<file path="src/rtl/model_share_arbiter_if.sv">
// Requester-side and model-side handshake bundle for model_share_arbiter.
// The slave modport is the arbiter's view; the master modport is the surrounding logic's view.
interface model_share_arbiter_if #(
  parameter int NUM_REQ = 4,
  parameter int IDW     = 2
);
  logic [NUM_REQ-1:0]   req;
  logic [5*NUM_REQ-1:0] req_i0;
  logic [5*NUM_REQ-1:0] req_i1;
  logic [NUM_REQ-1:0]   gnt;
  logic [2:-2]          m_i0;
  logic [-2:2]          m_i1;
  logic                 m_valid;
  logic [2:-2]          m_o0;
  logic [-2:2]          m_o1;
  logic                 rsp_valid;
  logic [IDW-1:0]       rsp_id;
  logic [2:-2]          rsp_o0;
  logic [-2:2]          rsp_o1;
  logic                 busy;

  modport slave (
    input  req, req_i0, req_i1, m_o0, m_o1,
    output gnt, m_i0, m_i1, m_valid, rsp_valid, rsp_id, rsp_o0, rsp_o1, busy
  );

  modport master (
    output req, req_i0, req_i1, m_o0, m_o1,
    input  gnt, m_i0, m_i1, m_valid, rsp_valid, rsp_id, rsp_o0, rsp_o1, busy
  );
endinterface

</file>
<file path="src/rtl/model_share_arbiter.sv">
// Round-robin sequencer sharing one fixed-latency model datapath among NUM_REQ requesters.
// Optional per-requester grant counters are enabled with `define MODEL_SHARE_ARB_STATS_EN.
module model_share_arbiter #(
  parameter int NUM_REQ = 4,
  parameter int LAT     = 2,
  parameter int IDW     = 2
) (
  input  logic                  clk,
  input  logic                  rst,
  model_share_arbiter_if.slave  bus
`ifdef MODEL_SHARE_ARB_STATS_EN
  ,
  output logic [16*NUM_REQ-1:0] grant_cnt
`endif
);

  typedef enum logic [1:0] {
    ST_IDLE  = 2'd0,
    ST_ISSUE = 2'd1,
    ST_WAIT  = 2'd2,
    ST_RESP  = 2'd3
  } state_t;

  // Returns {hit, index} of the first set request at or above p, wrapping to 0.
  function automatic logic [IDW:0] pick_winner(input logic [NUM_REQ-1:0] r,
                                               input logic [IDW-1:0]     p);
    logic [IDW:0] res;
    int           idx;
    res = '0;
    for (int i = NUM_REQ - 1; i >= 0; i--) begin
      idx = (int'(p) + i) % NUM_REQ;
      res = r[idx] ? {1'b1, IDW'(idx)} : res;
    end
    return res;
  endfunction

  state_t             state_r;
  logic [IDW-1:0]     ptr_r;
  logic [IDW-1:0]     win_r;
  logic [3:0]         cnt_r;
  logic [NUM_REQ-1:0] gnt_r;
  logic [2:-2]        m_i0_r;
  logic [-2:2]        m_i1_r;
  logic               m_valid_r;
  logic               rsp_valid_r;
  logic [IDW-1:0]     rsp_id_r;
  logic [2:-2]        rsp_o0_r;
  logic [-2:2]        rsp_o1_r;
  logic               busy_r;

  logic [IDW:0]       win_s;
  logic               win_hit_s;
  logic [IDW-1:0]     win_idx_s;

  // Round-robin search over the live request vector.
  always_comb begin
    win_s     = pick_winner(bus.req, ptr_r);
    win_hit_s = win_s[IDW];
    win_idx_s = win_s[IDW-1:0];
  end

  // Sequencer FSM with all outputs registered.
  always_ff @(posedge clk) begin
    if (rst) begin
      state_r     <= ST_IDLE;
      ptr_r       <= '0;
      win_r       <= '0;
      cnt_r       <= 4'd0;
      gnt_r       <= '0;
      m_i0_r      <= 5'd0;
      m_i1_r      <= 5'd0;
      m_valid_r   <= 1'b0;
      rsp_valid_r <= 1'b0;
      rsp_id_r    <= '0;
      rsp_o0_r    <= 5'd0;
      rsp_o1_r    <= 5'd0;
      busy_r      <= 1'b0;
    end else begin
      case (state_r)
        ST_IDLE: begin
          if (win_hit_s) begin
            state_r   <= ST_ISSUE;
            win_r     <= win_idx_s;
            gnt_r     <= NUM_REQ'(1'b1) << win_idx_s;
            m_valid_r <= 1'b1;
            m_i0_r    <= bus.req_i0[int'(win_idx_s)*5 +: 5];
            m_i1_r    <= bus.req_i1[int'(win_idx_s)*5 +: 5];
            cnt_r     <= 4'(LAT - 1);
            busy_r    <= 1'b1;
          end else begin
            state_r <= ST_IDLE;
          end
        end
        ST_ISSUE: begin
          gnt_r     <= '0;
          m_valid_r <= 1'b0;
          state_r   <= ST_WAIT;
        end
        ST_WAIT: begin
          // cnt reaches zero exactly LAT cycles after the ISSUE cycle.
          if (cnt_r == 4'd0) begin
            rsp_o0_r    <= bus.m_o0;
            rsp_o1_r    <= bus.m_o1;
            rsp_id_r    <= win_r;
            rsp_valid_r <= 1'b1;
            state_r     <= ST_RESP;
          end else begin
            cnt_r <= cnt_r - 4'd1;
          end
        end
        ST_RESP: begin
          rsp_valid_r <= 1'b0;
          busy_r      <= 1'b0;
          ptr_r       <= (win_r == IDW'(NUM_REQ - 1)) ? '0 : win_r + IDW'(1);
          state_r     <= ST_IDLE;
        end
        default: begin
          state_r     <= ST_IDLE;
          gnt_r       <= '0;
          m_valid_r   <= 1'b0;
          rsp_valid_r <= 1'b0;
          busy_r      <= 1'b0;
        end
      endcase
    end
  end

  assign bus.gnt       = gnt_r;
  assign bus.m_i0      = m_i0_r;
  assign bus.m_i1      = m_i1_r;
  assign bus.m_valid   = m_valid_r;
  assign bus.rsp_valid = rsp_valid_r;
  assign bus.rsp_id    = rsp_id_r;
  assign bus.rsp_o0    = rsp_o0_r;
  assign bus.rsp_o1    = rsp_o1_r;
  assign bus.busy      = busy_r;

`ifdef MODEL_SHARE_ARB_STATS_EN
  logic [16*NUM_REQ-1:0] grant_cnt_r;

  // Saturating per-requester grant counters.
  always_ff @(posedge clk) begin
    if (rst) begin
      grant_cnt_r <= '0;
    end else begin
      for (int k = 0; k < NUM_REQ; k++) begin
        if (gnt_r[k] && (grant_cnt_r[16*k +: 16] != 16'hFFFF)) begin
          grant_cnt_r[16*k +: 16] <= grant_cnt_r[16*k +: 16] + 16'd1;
        end
      end
    end
  end

  assign grant_cnt = grant_cnt_r;
`endif

endmodule

</file>
<file path="src/flat_wrapper.sv">
// flat-port wrapper written by rule: the top's interface ports become plain ports
module model_share_arbiter_flat 
#(
  parameter int NUM_REQ = 4,
  parameter int LAT     = 2,
  parameter int IDW     = 2
)
  (clk, rst, bus_req, bus_req_i0, bus_req_i1, bus_m_o0, bus_m_o1, bus_gnt, bus_m_i0, bus_m_i1, bus_m_valid, bus_rsp_valid, bus_rsp_id, bus_rsp_o0, bus_rsp_o1, bus_busy);
  model_share_arbiter_if #(.NUM_REQ(NUM_REQ), .IDW(IDW)) bus_i ();
  input  logic clk;
  input  logic rst;
  input wire logic [$bits(bus_i.req)-1:0] bus_req;
  input wire logic [$bits(bus_i.req_i0)-1:0] bus_req_i0;
  input wire logic [$bits(bus_i.req_i1)-1:0] bus_req_i1;
  input wire logic [$bits(bus_i.m_o0)-1:0] bus_m_o0;
  input wire logic [$bits(bus_i.m_o1)-1:0] bus_m_o1;
  output wire logic [$bits(bus_i.gnt)-1:0] bus_gnt;
  output wire logic [$bits(bus_i.m_i0)-1:0] bus_m_i0;
  output wire logic [$bits(bus_i.m_i1)-1:0] bus_m_i1;
  output wire logic [$bits(bus_i.m_valid)-1:0] bus_m_valid;
  output wire logic [$bits(bus_i.rsp_valid)-1:0] bus_rsp_valid;
  output wire logic [$bits(bus_i.rsp_id)-1:0] bus_rsp_id;
  output wire logic [$bits(bus_i.rsp_o0)-1:0] bus_rsp_o0;
  output wire logic [$bits(bus_i.rsp_o1)-1:0] bus_rsp_o1;
  output wire logic [$bits(bus_i.busy)-1:0] bus_busy;
  assign bus_i.req = bus_req;
  assign bus_i.req_i0 = bus_req_i0;
  assign bus_i.req_i1 = bus_req_i1;
  assign bus_i.m_o0 = bus_m_o0;
  assign bus_i.m_o1 = bus_m_o1;
  assign bus_gnt = bus_i.gnt;
  assign bus_m_i0 = bus_i.m_i0;
  assign bus_m_i1 = bus_i.m_i1;
  assign bus_m_valid = bus_i.m_valid;
  assign bus_rsp_valid = bus_i.rsp_valid;
  assign bus_rsp_id = bus_i.rsp_id;
  assign bus_rsp_o0 = bus_i.rsp_o0;
  assign bus_rsp_o1 = bus_i.rsp_o1;
  assign bus_busy = bus_i.busy;
  model_share_arbiter #(.NUM_REQ(NUM_REQ), .LAT(LAT), .IDW(IDW)) u_core (.clk(clk), .rst(rst), .bus(bus_i));
endmodule
</file>
<file path="config.mk">
export PLATFORM = sky130hd
export DESIGN_NAME = model_share_arbiter_flat
export DESIGN_NICKNAME = d
export VERILOG_FILES = /design/src/rtl/model_share_arbiter_if.sv /design/src/rtl/model_share_arbiter.sv /design/src/flat_wrapper.sv
export SDC_FILE = /design/constraint.sdc
export NUM_CORES = 1
export LEC_CHECK = 0
export CAP_MARGIN = 25
export CORE_MARGIN = 3
export CORE_UTILIZATION = 45
export CTS_CLUSTER_SIZE = 25
export DETAILED_ROUTE_END_ITERATION = 16
export GPL_ROUTABILITY_DRIVEN = 0
export PLACE_DENSITY = 0.84
export SLEW_MARGIN = 40
export SYNTH_ARGS = -nofsm -noshare
export SYNTH_HDL_FRONTEND = slang
export SYNTH_SLANG_ARGS = --single-unit
</file>
<file path="constraint.sdc">
create_clock -name clk -period 4.2 [get_ports clk]
set_input_delay 0.63 -clock clk [delete_from_list [all_inputs] [get_ports clk]]
set_output_delay 0.63 -clock clk [all_outputs]
set_load 0.03 [all_outputs]
</file>
==> impl_results.md <==
- Clk sinks: 39
- Data arrival time of the critical path: 2.95 ns
- Final Total Pwr: 1.55 mW
- Average wire per cell in the routed design: 14.9 um
- Number of port buffers: 84
- Nets: 361
- Vias in the first global route: 1,737
- Maximum level of the CTS H-tree: 2
- Classification of the worst setup path: in2reg
- Slowest stage cell on the critical path: sky130_fd_sc_hd__nand2b_1
- Hold Path Cell Cnt: 2
- Net switching power: 639 uW
- Static power due to leakage: 1.13 nW
- Die Ht: 72.4 um
- Rel. slew slack: 47.0%
- Vias: 1,824
- Post-synthesis area per instance: 9.06 um^2
- Number of warnings issued by yosys: 0
- Total power density per cell area: 535 nW/um^2
- Overall fraction of global-route tracks in use: 20.2%
- Cells along the critical path: clkdlybuf4s50_1 -> nor4_2 -> nand2b_1 -> or3_1 -> o221ai_2
- HPWL Detailed: 3930 um
- First-pass iteration count of the detailed router: 4
- Top cells by area in the synthesized netlist: sky130_fd_sc_hd__dfxtp_1, sky130_fd_sc_hd__mux2i_1, sky130_fd_sc_hd__o221ai_2, sky130_fd_sc_hd__nand2_1, sky130_fd_sc_hd__a21oi_1
- Starting density of the core: 48.2%
- Peak per-stage delay on the critical path: 0.58 ns
- Switching power as a share of total power: 41.3%
- Hold Crit Class: reg2reg
- Worst-margin pin slew: 0.793 ns
- Violation count after the first detailed-route iteration: 64
- Clock network fraction of total power: 14.7%
- Count of endpoints failing setup in the final report: 0
- Antenna violations before repair: 0
- Post-Route Hold Slack: 0.456 ns
- Total of fill cells in the finished design: 329
- Critical Path Source: bus_req[3]
- Pin count of the biggest net entering global routing: 26
- Quantity of gates resized following cts: 0
- Fin. max-slew vios: 0
- Multi-input gate area in the final layout: 1090 um^2
- Critical Path Sink: u_core.bus.m_i1[2]
- TritonCTS clock tree: yes
- Per-cell via count in the routed design: 5.26
- Endpoint type of the worst setup path: flop
- Total I/O pin count: 85
- Sequential cell area: 781 um^2
- Max IR drop VDD: 0.440 mV
- Largest area contributor in the netlist: sky130_fd_sc_hd__dfxtp_1
- N_diodes: 0
- Clk slew on worst S/H paths: 0.07 ns
- Number of distinct library cells after synthesis: 35
- Remaining design rule violation count: 0
- Worst clock skew: 0.00189 ns
- Share of total power in sequential cells: 34.4%
- Largest fanout on the critical path: 18
- Final WL: 5160 um
- Portion of total power attributed to combinational logic: 50.9%
- Signed area change from the synthesized netlist to the final layout: 46.1%
- Root buffer selected by CTS: sky130_fd_sc_hd__clkbuf_8
- Share of final-layout standard cells stronger than drive strength 1: 7.74%
- R2r worst-path depth: 5
- Syn Std Cell Area: 1980 um^2
- Clock insertion delay at the later pin of the skew report: 0.29 ns
- Count of antenna-violating nets left after detailed routing: 0
- Minimum setup slack among reg-to-reg paths: 2.00 ns
- Synthesized netlist cell count: 219
- Start of the worst register-to-register path: u_core.state_r[0]
- Post-CTS Setup Bufs: 0
- Number of rows created at floorplan: 23
- Fraction of synthesized cell area taken by the top area cell type: 39.4%
- Proportion of synthesized chip area in sequential cells: 39.4%
- Final Hold Vio Count: 0
- Clock Path Buffers: 2
- Final critical-path share of the clock period: 66.6%
- Flip-flop and latch count after synthesis: 39
- Number of CTS-inserted buffers: 5
- Maximum Capacitance Violations: 0
- Period minus WS final: 2.80 ns
- Data required time of the worst path: 4.35 ns
- Global-route wire length before repair: 8240 um
- Area of the placeable core: 4120 um^2
- Critical path launch point type: input pin
- Die Outline Area: 5240 um^2
- Internal Pwr Total: 909 uW
- Result of the run: completed
- Net count after synthesis: 282
- Hold buffer count at cts: 0
- Total negative setup slack: 0 ns
- Horizontal die dimension: 72.4 um
- Total congestion overflow: 0
- RSZ-0062 raised after global routing: false
- Achievable Freq: 357 MHz
- Endpoint of the lowest-slack register-to-register path: u_core.bus.m_i1[2]
kinds of logic after synthesis:
family	after synthesis	synth area share, %
simple gates	81	20.1
mux	23	11.6
compound gates	44	18.0
xor+xnor	2	0.883
fa+ha+maj	7	4.42
buf+inv	23	5.68
flops	39	39.4
metal layers:
layer  up-vias  global-route usage [%]  part of all wire [%]
li1        923                       -                     -
met3         8                    8.17                    11
met2        69                    32.0                    45
met5         -                       0                     0
met1       824                    24.9                    43
met4         0                    6.76                   1.4
cells in the mapped netlist:
library cell and count:
sky130_fd_sc_hd__nor2_1 20, sky130_fd_sc_hd__nor3_1 2, sky130_fd_sc_hd__a21oi_2 1, sky130_fd_sc_hd__clkbuf_2 1
sky130_fd_sc_hd__or3_1 2, sky130_fd_sc_hd__a211oi_2 1, sky130_fd_sc_hd__xor2_1 2, sky130_fd_sc_hd__o21ai_0 1
sky130_fd_sc_hd__nor4_2 1, sky130_fd_sc_hd__nor3b_1 1, sky130_fd_sc_hd__or3_4 1, sky130_fd_sc_hd__a31oi_1 2
sky130_fd_sc_hd__o21ai_1 1, sky130_fd_sc_hd__o21bai_1 1, sky130_fd_sc_hd__nand2b_1 3, sky130_fd_sc_hd__dfxtp_1 39
sky130_fd_sc_hd__a211oi_1 1, sky130_fd_sc_hd__mux2i_1 23, sky130_fd_sc_hd__buf_2 2, sky130_fd_sc_hd__inv_1 9
sky130_fd_sc_hd__ha_1 7, sky130_fd_sc_hd__o21a_1 1, sky130_fd_sc_hd__o211ai_1 1, sky130_fd_sc_hd__nand3b_1 12
sky130_fd_sc_hd__o221ai_2 10, sky130_fd_sc_hd__buf_4 2, sky130_fd_sc_hd__clkbuf_1 7, sky130_fd_sc_hd__a21oi_1 20
sky130_fd_sc_hd__o22ai_1 1, sky130_fd_sc_hd__buf_6 2, sky130_fd_sc_hd__a32oi_1 2, sky130_fd_sc_hd__a211o_1 1
sky130_fd_sc_hd__nand3_1 4, sky130_fd_sc_hd__nand2_1 34, sky130_fd_sc_hd__and4bb_2 1
state kept, by name, summed over array words and instances, names as in the netlist, 2 cells and up:
register           cells
u_core.bus.m_i1        3
u_core.win_r           2
u_core.state_r         2
u_core.bus.m_i0        3
u_core.bus.rsp_o0      3
u_core.bus.rsp_id      2
u_core.bus.rsp_o1      3
u_core.bus.gnt         4
u_core.cnt_r           4
u_core.ptr_r           2
per-stage QoR:
step | cells | util, % | setup WS, ns | cell area, um^2
2_1_floorplan | 219 | - | 2.34 | 1980
4_1_cts | 347 | 70.4 | 1.38 | 2900
5_1_grt | 347 | 70.4 | 1.19 | 2900
3_5_place_dp | 341 | 68.6 | 1.07 | 2820
3_3_place_gp | 341 | 68.6 | 1.21 | 2820
6_report | 347 | 70.4 | 1.40 | 2900
power groups by stage:
stage	Combinational [mW]	Clock (mW)	Sequential [mW]
2_1_floorplan	0.425	0	0.651
3_3_place_gp	0.779	0	0.540
3_5_place_dp	0.791	0	0.539
4_1_cts	0.796	0.234	0.533
5_1_grt	0.863	0.248	0.545
6_report	0.789	0.227	0.533
how the worst min path moves through the flow:
stage | start | to | slack, ns
floorplan | u_core.win_r[1] | u_core.bus.rsp_id[1] | 0.45
global placement | u_core.bus.rsp_o1[1] | u_core.bus.rsp_o1[1] | 0.44
detailed placement | u_core.bus.rsp_o1[2] | u_core.bus.rsp_o1[2] | 0.45
CTS | u_core.bus.rsp_o0[-2] | u_core.bus.rsp_o0[-2] | 0.46
global route | u_core.bus.rsp_o0[-1] | u_core.bus.rsp_o0[-1] | 0.48
finish | u_core.bus.rsp_o0[-2] | u_core.bus.rsp_o0[-2] | 0.46
placed cells by master, fill, tap and decap left out:
cell                              synthesis  final
sky130_fd_sc_hd__a21oi_1                 20     20
sky130_fd_sc_hd__clkbuf_8                 0      5
sky130_fd_sc_hd__o21a_1                   1      1
sky130_fd_sc_hd__o211ai_1                 1      1
sky130_fd_sc_hd__clkbuf_1                 7      1
sky130_fd_sc_hd__or3_1                    2      2
sky130_fd_sc_hd__a211oi_2                 1      1
sky130_fd_sc_hd__a32oi_1                  2      2
sky130_fd_sc_hd__and4bb_2                 1      1
sky130_fd_sc_hd__a211oi_1                 1      1
sky130_fd_sc_hd__o21ai_0                  1      1
sky130_fd_sc_hd__inv_1                    9      9
sky130_fd_sc_hd__nand3_1                  4      4
sky130_fd_sc_hd__o22ai_1                  1      1
sky130_fd_sc_hd__ha_1                     7      7
sky130_fd_sc_hd__mux2i_1                 23     23
sky130_fd_sc_hd__a31oi_1                  2      2
sky130_fd_sc_hd__dfxtp_1                 39     39
sky130_fd_sc_hd__or3_4                    1      1
sky130_fd_sc_hd__nor4_2                   1      1
sky130_fd_sc_hd__xor2_1                   2      2
sky130_fd_sc_hd__nor3b_1                  1      1
sky130_fd_sc_hd__nand2b_1                 3      3
sky130_fd_sc_hd__clkdlybuf4s50_1          0     84
sky130_fd_sc_hd__nor3_1                   2      2
sky130_fd_sc_hd__nor2_1                  20     20
sky130_fd_sc_hd__buf_4                    2      2
sky130_fd_sc_hd__nand3b_1                12     12
sky130_fd_sc_hd__o221ai_2                10     10
sky130_fd_sc_hd__o21bai_1                 1      1
sky130_fd_sc_hd__nand2_1                 34     34
sky130_fd_sc_hd__a21oi_2                  1      1
sky130_fd_sc_hd__o21ai_1                  1      1
sky130_fd_sc_hd__a211o_2                  0      1
worst max-delay path: cells and delay by family:
kind	cells	cell delay (ns)
AOI/OAI and AO/OA	1	0.18
buffers and inverters	1	0.49
and+or+nand+nor	3	1.64
cell type report:
cell class,count,area share (%)
Clock buffer,6,2.51
Tap cell,50,2.16
Timing Repair Buffer,86,29.5
Inverter,9,1.17
Sequential cell,39,27.0
Multi-Input combinational cell,157,37.7
Power figures use the tool's default switching activity.
